===== src/rtl/spi_master_dds.sv =====
// SPI master for the DDS/serial-config chips. It drains a show-ahead command FIFO,
// shifts words out MSB-first in any CPOL/CPHA mode, and pushes readback words to a response FIFO.
module spi_master_dds #(
  parameter int CLK_DIV_EVEN = 8,
  parameter int WORD_W       = 8,
  parameter int N_CS         = 4,
  parameter int THREE_WIRE   = 1,
  parameter int IO_UPD_TICKS = 2,
  localparam int CS_W = (N_CS > 1) ? $clog2(N_CS) : 1
) (
  input  logic              clk,
  input  logic              rst,
  input  logic              empty,
  input  logic [WORD_W-1:0] data_i,
  output logic              rdreq,
  input  logic [CS_W-1:0]   cs_sel,
  input  logic              cpol,
  input  logic              cpha,
  output logic              sclk,
  output logic [N_CS-1:0]   n_cs,
  output logic              mosi,
  input  logic              miso,
  output logic              high_z,
  output logic              io_update,
  output logic [WORD_W-1:0] miso_reg,
  output logic              wrreq,
  output logic              busy
);

  localparam int PH_W = $clog2(CLK_DIV_EVEN);
  localparam int BC_W = $clog2(WORD_W);
  localparam int UC_W = (IO_UPD_TICKS > 1) ? $clog2(IO_UPD_TICKS) : 1;
  localparam logic [PH_W-1:0] PH_LAST = PH_W'(CLK_DIV_EVEN - 1);
  localparam logic [PH_W-1:0] PH_Q    = PH_W'(CLK_DIV_EVEN / 4);
  localparam logic [PH_W-1:0] PH_H3   = PH_W'(3 * CLK_DIV_EVEN / 4);
  localparam logic [BC_W-1:0] BC_LAST = BC_W'(WORD_W - 1);
  localparam logic [UC_W-1:0] UC_LAST = UC_W'(IO_UPD_TICKS - 1);
  localparam bit TW = (THREE_WIRE != 0);

  typedef enum logic [1:0] {IDLE, SHIFT, UPDATE, GAP} state_t;

  state_t            state, state_nx;
  logic [PH_W-1:0]   ph, ph_n;
  logic [BC_W-1:0]   bitcnt;
  logic [7:0]        widx;
  logic [UC_W-1:0]   ucnt;
  logic [WORD_W-1:0] shreg, cap;
  logic [N_CS-1:0]   cs_hit;
  logic              is_read, cpol_l, cpha_l, cpol_nx, sclk_nx;
  logic              tick, bit_last, start, word_end, load, drop, samp, shift_en, cap_ok;

  assign tick     = (ph == PH_LAST);
  assign ph_n     = tick ? '0 : ph + 1'b1;
  assign bit_last = (bitcnt == BC_LAST);
  assign start    = (state == IDLE) && tick && !empty;
  assign word_end = (state == SHIFT) && tick && bit_last;
  assign load     = start || (word_end && !empty);
  assign drop     = word_end && empty;
  assign cpol_nx  = start ? cpol : cpol_l;
  // CPHA=1 drives on the leading edge; bit 0 is already on the line from the load.
  assign shift_en = cpha_l ? ((ph_n == PH_Q) && (bitcnt != '0)) : tick;
  assign samp     = cpha_l ? (ph == PH_H3) : (ph == PH_Q);
  assign cap_ok   = TW ? (is_read && (widx != 8'd0)) : 1'b1;
  assign mosi     = shreg[WORD_W-1];

  // An out-of-range cs_sel matches no lane, so no select is asserted.
  for (genvar i = 0; i < N_CS; i++) begin : g_cs
    assign cs_hit[i] = (cs_sel == CS_W'(i));
  end

  always_ff @(posedge clk) begin : state_reg
    if (rst) state <= IDLE;
    else     state <= state_nx;
  end

  always_comb begin : next_state
    state_nx = state;
    unique case (state)
      IDLE:    if (start) state_nx = SHIFT;
      SHIFT:   if (drop) state_nx = is_read ? GAP : UPDATE;
      UPDATE:  if (tick && (ucnt == UC_LAST)) state_nx = GAP;
      GAP:     if (tick) state_nx = IDLE;
      default: state_nx = IDLE;
    endcase
  end

  always_comb begin : out_decode
    busy      = (state != IDLE);
    io_update = (state == UPDATE);
    high_z    = TW && is_read && (widx != 8'd0) && (state == SHIFT);
    // SCLK is registered from next-cycle state so its edges land on ph==Q / ph==H3.
    sclk_nx   = cpol_nx ^ ((state_nx == SHIFT) && (ph_n >= PH_Q) && (ph_n < PH_H3));
  end

  always_ff @(posedge clk) begin : datapath
    if (rst) begin
      ph       <= '0;
      rdreq    <= 1'b0;
      wrreq    <= 1'b0;
      miso_reg <= '0;
      sclk     <= 1'b0;
      n_cs     <= '1;
      cpol_l   <= 1'b0;
      cpha_l   <= 1'b0;
      is_read  <= 1'b0;
      shreg    <= '0;
      cap      <= '0;
      bitcnt   <= '0;
      widx     <= '0;
      ucnt     <= '0;
    end else begin
      ph    <= ph_n;
      rdreq <= load;
      wrreq <= word_end && cap_ok;
      sclk  <= sclk_nx;
      if (word_end && cap_ok) miso_reg <= cap;
      if (start) begin
        cpol_l  <= cpol;
        cpha_l  <= cpha;
        is_read <= data_i[WORD_W-1];
        n_cs    <= ~cs_hit;
      end else if (drop) begin
        n_cs <= '1;
      end
      if (load) begin
        shreg  <= data_i;
        bitcnt <= '0;
        widx   <= start ? 8'd0 : ((widx == 8'hFF) ? widx : widx + 8'd1);
      end else if (state == SHIFT) begin
        if (tick)     bitcnt <= bitcnt + 1'b1;
        if (shift_en) shreg  <= {shreg[WORD_W-2:0], 1'b0};
      end
      if ((state == SHIFT) && samp) cap <= {cap[WORD_W-2:0], miso};
      if (state != UPDATE) ucnt <= '0;
      else if (tick)       ucnt <= ucnt + 1'b1;
    end
  end

endmodule

===== config.mk =====
export PLATFORM = sky130hd
export DESIGN_NAME = spi_master_dds
export DESIGN_NICKNAME = d
export VERILOG_FILES = /design/src/rtl/spi_master_dds.sv
export SDC_FILE = /design/constraint.sdc
export NUM_CORES = 1
export LEC_CHECK = 0
export BUFFER_PORTS_ARGS = -buffer_cell sky130_fd_sc_hd__clkbuf_2
export CAP_MARGIN = 10
export CORE_MARGIN = 2
export CORE_UTILIZATION = 58
export CTS_BUF_LIST = sky130_fd_sc_hd__clkbuf_8
export DETAILED_ROUTE_END_ITERATION = 7
export PLACE_DENSITY = 0.81
export SLEW_MARGIN = 40
export SYNTH_ARGS = -nofsm -noshare
export SYNTH_HDL_FRONTEND = slang
export SYNTH_SLANG_ARGS = --single-unit

===== constraint.sdc =====
create_clock -name clk -period 2.3 [get_ports clk]
set_input_delay 0.23 -clock clk [delete_from_list [all_inputs] [get_ports clk]]
set_output_delay 0.23 -clock clk [all_outputs]
set_load 0.1 [all_outputs]

Yosys cells after proc, flatten, opt, wreduce, memory -nomap -nowiden
Index checks and enable logic that the tools add are counted.

storage, ports and cells
  register bits = 51
  output and inout bits = 19
  word-level logic and storage cells = 84

cells by class
  add/subtract/negate cells = 4
  magnitude comparators = 2
  eq/ne operators = 15
  mux-type cells = 17
  bitwise gates (word level) = 2
  reduce and logical (&&, ||, !) cells = 29

operators with widths
  operator               number
  $mux W8                5
  $logic_and A1 B1 Y1    14
  $eq A3 B3 Y1 const B   3
  $add A8 B1 Y8 const B  1
  $eq A2 B2 Y1 const B   4
  $eq A8 B8 Y1 const B   1
  $mux W2                4
  $mux W4                2
  $pmux W2 S4            1
  $reduce_bool A2 Y1     4
  $reduce_bool A8 Y1     1
  $add A3 B1 Y3 const B  2
  $eq A2 B1 Y1 const B   3
  $eq A3 B2 Y1 const B   2
  $reduce_and A2 Y1      3
  $logic_not A2 Y1       2
  $mux W1                4
  $ne A2 B2 Y1 const B   2
  $not A4 Y4             1
  $reduce_or A2 Y1       2
  $ge A3 B2 Y1 const B   1
  $lt A3 B3 Y1 const B   1
  $mux W3                1
  $reduce_bool A3 Y1     1
  other kinds (4)        4

Longest topological paths before layout
Gate-level depths: netlist of run 1.

  word-level depth = 10
  mapped depth = 7

Least setup slack after synthesis of run 1
Ideal clock, no wire load.

  kind = register to output
  from = reg widx[0]
  to = out high_z
  arrival = 2196 ps
  setup slack = -126 ps
  cell stages (with the launch flop) = 5
  path buffers = 0
  path through = dfxtp_1 inv_1 ha_1 nor4b_1 a21oi_1

on the way
  cells in the longest elaborated chain, start to end = 3

RTL lines
  element                           line  source
  start, declared                   45    logic [7:0] widx;
  start signal, assigned            128   widx <= start ? 8'd0 : ((widx == 8'hFF) ? widx : widx + 8'd1);
  $reduce_bool A8 Y1                90    high_z = TW && is_read && (widx != 8'd0) && (state == SHIFT);
  $logic_and A1 B1 Y1 (2 in a row)  90
  end, declared                     23    output logic high_z,

Every way passes these cells.

Final worst setup path of run 1
  from = reg ph[0]
  to = reg n_cs[0]

on the way
  cells in the longest elaborated chain, start to end = 5
  elaborated cells on any way between the ends = 8
  classes of those cells = 1 x eq/ne; 1 x mux; 6 x reduce/logical

RTL lines
  element                           line  source
  start, declared                   43    logic [PH_W-1:0] ph, ph_n;
  start signal, assigned            112   ph <= ph_n;
  $eq A3 B3 Y1 (*)                  52    assign tick = (ph == PH_LAST);
  $logic_and A1 B1 Y1 (2 in a row)  56    assign word_end = (state == SHIFT) && tick && bit_last;
  $logic_and A1 B1 Y1               58    assign drop = word_end && empty;
  $reduce_bool A2 Y1 (no line)      --
  end signal, assigned              121   n_cs <= ~cs_hit;
  end, declared                     20    output logic [N_CS-1:0] n_cs,

Mark *: on every way between the ends. The rest lies on a longest branch, timed or not.
A chain may end at the register's enable or synchronous reset.

==> out/metrics.cfg, run 1 <==
[synthesis]
netlist_instances=257
synth_compound_area_share_pct=13.89
async_reset_ff_share_pct=0
syn_area_sq_mm=0.002333
yosysWarnings=0
synth_top_area_share_pct=43.75
synth-simple-area-share_pct=22.25
synth_fp_nets=283
synth_top_area_cell=dfxtp_1
ys.flop_type=dfxtp_1
muxShareOfSynthArea_pct=9.544
synth_seq_area_share_pct=43.75
synth_fa_ha_area_share_pct=5.362
ys_top_cells_by_area=dfxtp_1 (44%), mux2i_1 (8.6%), ha_1 (5.4%)
synth_xor_area_share_pct=1.126
yosysUniqueCellTypes=43
synth_top_family_by_area=simple AND/OR/NAND/NOR gates
syn_avg_cell_area_sq_um=9.080
ys_ff_latch=51
synth_edf_count=0

[global_routing]
overflow=0
grt_pass1_vias=1703
grt_pass1_wl_mm=7.693
grt_max_degree=28
antenna_found_initial=0
grt_use_total_pct=22.63

[sta]
hold_viol=0
tns_ps=0
fmax_mhz=479.3
worstMarginPinSlew_ps=552.4
period_share_pct=90.72
period_needed_ps=2087
setup_ws_ps=213.4
finalSetupViolCount=0
slew_viol_final=0
maxSlewHeadroom_pct=63.33
fin_skew_ps=11.76
rsz0062_at_grt=false
finalHoldWorstSlack_ps=129.6

[clock_network]
clkLatencyLatePin_ps=310
cts_buffers=5
htreeDepth=2
clock_sinks=51
cts_tree=yes
post-cts-setup-buffer-count=0
clockRootBuffer=clkbuf_8
clkTransAtPathRegs_ps=90
ctsLongestPathBuffers=2
postCtsHoldBufs=0
ctsResizeCount=0

[pwr]
total_power_mw=1.501
powerDensity_mw_per_mm2=565.3
ir_drop_mv=0.5157
leakage_nw=1.017

[detailed_routing]
finalWirelength_mm=4.852
avgRoutedWirePerCell_um=14.19
dr.pass1.iters=4
viasPerCell=5.693
dr_total_vias=1947
ant_nets=0
drt_iter0_drc=196
drc=0

[critical_path]
cp.required_ps=2560
cp-start-kind=register
end_kind=register
reg2reg_from=ph[0]$_SDFF_PP0_
r2r_slack_ps=210
crit_type=register to register
crit_arrival_ps=2350
cp-startpoint=ph[0]$_SDFF_PP0_
crit_fanout=10

[outcome]
status=finished, final reports clean

[finish]
final_common_cell=dfxtp_1
n_antenna_cell=0
layout.cells.most_common_list=dfxtp_1 (51), clkbuf_2 (34), nor2_1 (30)
fin_nets=317
areaGrowthSynthToFinish_pct=13.78
post-route-util_pct=67.34
layoutNonFillerInstCount=342
finish.instance_area_sq_mm=0.002655
drive_gt1_share_pct=19.18

[place]
detailedPlace.worstSlack_ps=263.8
placedCellCount=334
portBuffers=34
placed_area_sq_mm=0.002561
routabilityCongestion=0.8790
dp_hpwl_mm=3.356

[worst_hold_path]
min_path_type=primary input to register
min_from=cpha

[floorplan]
die_x_um=67.43
core_area_sq_mm=0.003943
design.die.area_sq_mm=0.004547
die_h_um=67.43
rows=23
start_util_pct=59.19
ios=35

[job]
maxCapViolCount=0

[layer usage]
metal	part of all wire, %	wire length (um)	vias to the layer above	GRT usage [%]
met3	4.1	201	5	5.000
met2	47	2288	38	35.89
li1	-	-	992	-
met5	0	0	-	0
met4	1.1	55	0	8.163
met1	48	2307	912	30.28
[synthesized netlist by cell type (all sizes together) (2+ instances only)]
library cell,number
a21oi,9
a311oi,9
a31oi,3
and3,4
buf,5
clkbuf,10
dfxtp,51
ha,10
inv,7
mux2,2
mux2i,20
nand2,13
nand2b,6
nand3,15
nand3b,2
nand4,3
nor2,30
nor2b,8
nor3,8
nor4b,2
o211ai,2
o21ai,17
o32ai,2
or3,2
or4,2
xnor2,2
[logic make-up (layout without fill, tap and decap cells)]
| family | count (synthesis) | count (layout) |
|---|---|---|
| AO/OA/AOI/OAI | 50 | 50 |
| XOR/XNOR | 3 | 3 |
| adder cells (fa/ha/maj) | 10 | 10 |
| buffers and inverters | 22 | 57 |
| flip-flops | 51 | 51 |
| multiplexers | 22 | 22 |
| AND/OR/NAND/NOR | 99 | 99 |
[final timing paths]
kind	to	cells past startpoint
setup reg to reg	n_cs[0]$_SDFFE_PP1P_	7
hold / removal	cpha_l$_SDFFE_PP0N_	3
hold reg to reg	is_read$_SDFFE_PP0N_	2
setup / recovery	n_cs[0]$_SDFFE_PP1P_	7
[critical path, cell delays in order, from the launching register on]
cell	delay [ps]
dfxtp_1	410
ha_1	200
ha_1	280
or4b_1	520
buf_4	210
o21ai_1	180
o32ai_1	150
nand2b_1	80
[cell type report]
class                           count  area (sq um)
Fill cell                         344          1287
Multi-Input combinational cell    184          1221
Sequential cell                    51          1021
Timing Repair Buffer               42         230.2
Clock buffer                        5         68.82
Tap cell                           50         62.56
Inverter                            7         26.28
Clock inverter                      3         25.02
[where the power goes]
group | switching [mW] | internal [mW]
clock network | 0.319 | 0.222
logic | 0.0385 | 0.0280
registers | 0.00527 | 0.888
Note: power is estimated with default switching activity, not from simulation.
==> run 2: changes to the inputs <==
PLACE_DENSITY = 0.84   (was 0.81)
==> out/metrics.cfg, run 2 (same netlist as run 1, synthesis figures left out) <==
[worst_hold_path]
min_from=data_i[0]  ; was cpha
holdPathStages=3  ; unchanged
min_path_type=primary input to register  ; unchanged
hold-path-endpoint=shreg[0]$_SDFFE_PP0P_  ; was cpha_l$_SDFFE_PP0N_

[job]
maxCapViolCount=0  ; unchanged

[pwr]
seqPwrFrac_pct=59.3  ; was 59.5%
swShare_pct=24.18  ; was 24.17%
leakage_nw=1.025  ; was 1.017 nW
powerDensity_mw_per_mm2=561.6  ; was 565.3 mW/mm^2
internal_power_mw=1.142  ; was 1.138 mW
ir_drop_mv=0.4373  ; was 0.5157 mV
combPwrFrac_pct=4.3  ; was 4.4%
p_switching_mw=0.3641  ; was 0.3628 mW
clkPwrFrac_pct=36.4  ; was 36.1%

[sta]
worstMarginPinSlew_ps=642.4  ; was 552.4 ps
hold_viol=0  ; unchanged
fmax_mhz=469.2  ; was 479.3 MHz
fin_skew_ps=9.922  ; was 11.76 ps
setup_ws_ps=168.9  ; was 213.4 ps
finalHoldWorstSlack_ps=140.3  ; was 129.6 ps
maxSlewHeadroom_pct=57.04  ; was 63.33%
period_share_pct=92.66  ; was 90.72%
finalSetupViolCount=0  ; unchanged
slew_viol_final=0  ; unchanged
period_needed_ps=2131  ; was 2087 ps

[detailed_routing]
avgRoutedWirePerCell_um=14.30  ; was 14.19 um
drt_iter0_drc=142  ; was 196
drc=0  ; unchanged
finalWirelength_mm=4.891  ; was 4.852 mm
viasPerCell=5.781  ; was 5.693
ant_nets=0  ; unchanged
dr.pass1.iters=4  ; unchanged
dr_total_vias=1977  ; was 1947

[floorplan]
die_h_um=67.43  ; unchanged
core_area_sq_mm=0.003943  ; unchanged
ios=35  ; unchanged
design.die.area_sq_mm=0.004547  ; unchanged
rows=23  ; unchanged
die_x_um=67.43  ; unchanged
start_util_pct=59.19  ; unchanged

[finish]
layout.cells.most_common_list=dfxtp_1 (51), clkbuf_2 (34), nor2_1 (30)  ; unchanged
areaGrowthSynthToFinish_pct=14.91  ; was 13.78%
post-route-util_pct=68.01  ; was 67.34%
nFillCells=316  ; was 344
n_antenna_cell=0  ; unchanged
finish.instance_area_sq_mm=0.002681  ; was 0.002655 sq mm
final_common_cell=dfxtp_1  ; unchanged
fin_nets=317  ; unchanged
drive_gt1_share_pct=20.21  ; was 19.18%

[clock_network]
cts_tree=yes  ; unchanged
clkLatencyLatePin_ps=310  ; about the same
ctsLongestPathBuffers=2  ; unchanged
clkTransAtPathRegs_ps=100  ; was 90 ps
clock_sinks=51  ; unchanged
cts_buffers=5  ; unchanged
htreeDepth=2  ; unchanged
clockRootBuffer=clkbuf_8  ; unchanged

[critical_path]
critical_path_depth=6  ; was 7
cp_num_buf_inv=0  ; was 1
rr_endpoint=sclk$_SDFF_PP0_  ; was n_cs[0]$_SDFFE_PP1P_
reg2regPathDepth=6  ; was 7
critPathTopFamily=compound AO/OA/AOI/OAI gates  ; was simple AND/OR/NAND/NOR gates
crit_type=register to register  ; unchanged
crit_arrival_ps=2330  ; was 2350 ps
cp-start-kind=register  ; unchanged
critPathSlowestCell=dfxtp_1  ; was or4b_1
critPathMostFrequentCell=ha_1  ; unchanged
crit_fanout=5  ; was 10
end_kind=register  ; unchanged
r2r_slack_ps=170  ; was 210 ps
reg2reg_from=ph[0]$_SDFF_PP0_  ; unchanged
crit_chain=ha_1 > ha_1 > nor2b_1 > o21ai_0 > a311oi_1 > mux2_2  ; was ha_1 > ha_1 > or4b_1 > buf_4 > o21ai_1 > o32ai_1 > nand2b_1
cp.required_ps=2500  ; was 2560 ps
cpPeakStageDelay_ps=390  ; was 520 ps

[global_routing]
grt_use_total_pct=22.90  ; was 22.63%
grt_pass1_wl_mm=7.872  ; was 7.693 mm
antenna_found_initial=0  ; unchanged
overflow=0  ; unchanged
grt_pass1_vias=1723  ; was 1703
grt_max_degree=32  ; was 28

[place]
dp_hpwl_mm=3.377  ; was 3.356 mm
portBuffers=34  ; unchanged
routabilityCongestion=0.9195  ; was 0.8790
placed_area_sq_mm=0.002559  ; was 0.002561 sq mm
detailedPlace.worstSlack_ps=129.8  ; was 263.8 ps

[outcome]
status=finished, final reports clean  ; unchanged

==> run 2: changes by cell type in the layout (fill, tap and decap cells not counted), sizes merged <==
cell      delta
inv          -1
clkinvlp     -1
clkinv       +2
==> run 2: what timing repair did <==
item / in CTS / in global routing
resized for setup: 1 / 1
setup endpoints to repair: 1 / 6
hold buffers: 0 / 0
buffers inserted: 0 / 2
==> run 2: metrics by stage <==
step	total power [mW]	cells	setup TNS, ps
3_5_place_dp	0.9784	332	0
5_1_grt	1.559	342	-2.659
4_1_cts	1.514	340	0
3_3_place_gp	0.9768	332	0
6_report	1.506	342	0
2_1_floorplan	0.9524	257	0
==> run 2: worst min-delay path: cells and delay by family <==
| family | cells | cell delay [ps] |
|---|---|---|
| AOI/OAI and AO/OA | 1 | 50 |
| buffers and inverters | 1 | 80 |
| and+or+nand+nor | 1 | 50 |
==> run 2: cell type report <==
cell class | instances | area [sq um] | share of cell area, %
sequential | 51 | 1021 | 38.08
inverter | 7 | 26.28 | 0.9799
multi-input combinational | 184 | 1244 | 46.38
timing repair buffer | 42 | 230.2 | 8.586
clock inverter | 3 | 28.78 | 1.073
clock buffer | 5 | 68.82 | 2.566
tap | 50 | 62.56 | 2.333
==> run 2: worst max path at each step <==
stage                        startpoint                    to
floorplan           state[1]$_SDFF_PP0_     ucnt$_SDFFE_PP0N_
global placement       ph[0]$_SDFF_PP0_  widx[7]$_SDFFE_PP0P_
detailed placement     ph[0]$_SDFF_PP0_  widx[7]$_SDFFE_PP0P_
CTS                    ph[0]$_SDFF_PP0_  widx[7]$_SDFFE_PP0P_
global route           ph[0]$_SDFF_PP0_       sclk$_SDFF_PP0_
finish                 ph[0]$_SDFF_PP0_       sclk$_SDFF_PP0_
==> run 2: layer usage <==
| metal | track usage (%) | up-vias | routed length [um] |
|---|---|---|---|
| met5 | 0 | - | 0 |
| met4 | 7.653 | 0 | 75 |
| met3 | 5.000 | 9 | 189 |
| met2 | 39.11 | 37 | 2379 |
| met1 | 28.62 | 941 | 2247 |
| li1 | - | 990 | - |
==> run 2: power by group through the flow <==
stage | sequential (mW) | combinational [mW] | clock (mW)
after detailed placement | 0.913 | 0.0651 | 0
after floorplan | 0.914 | 0.0381 | 0
after CTS | 0.893 | 0.0653 | 0.556
after global routing | 0.894 | 0.0722 | 0.593
after global placement | 0.913 | 0.0639 | 0
final | 0.893 | 0.0654 | 0.548
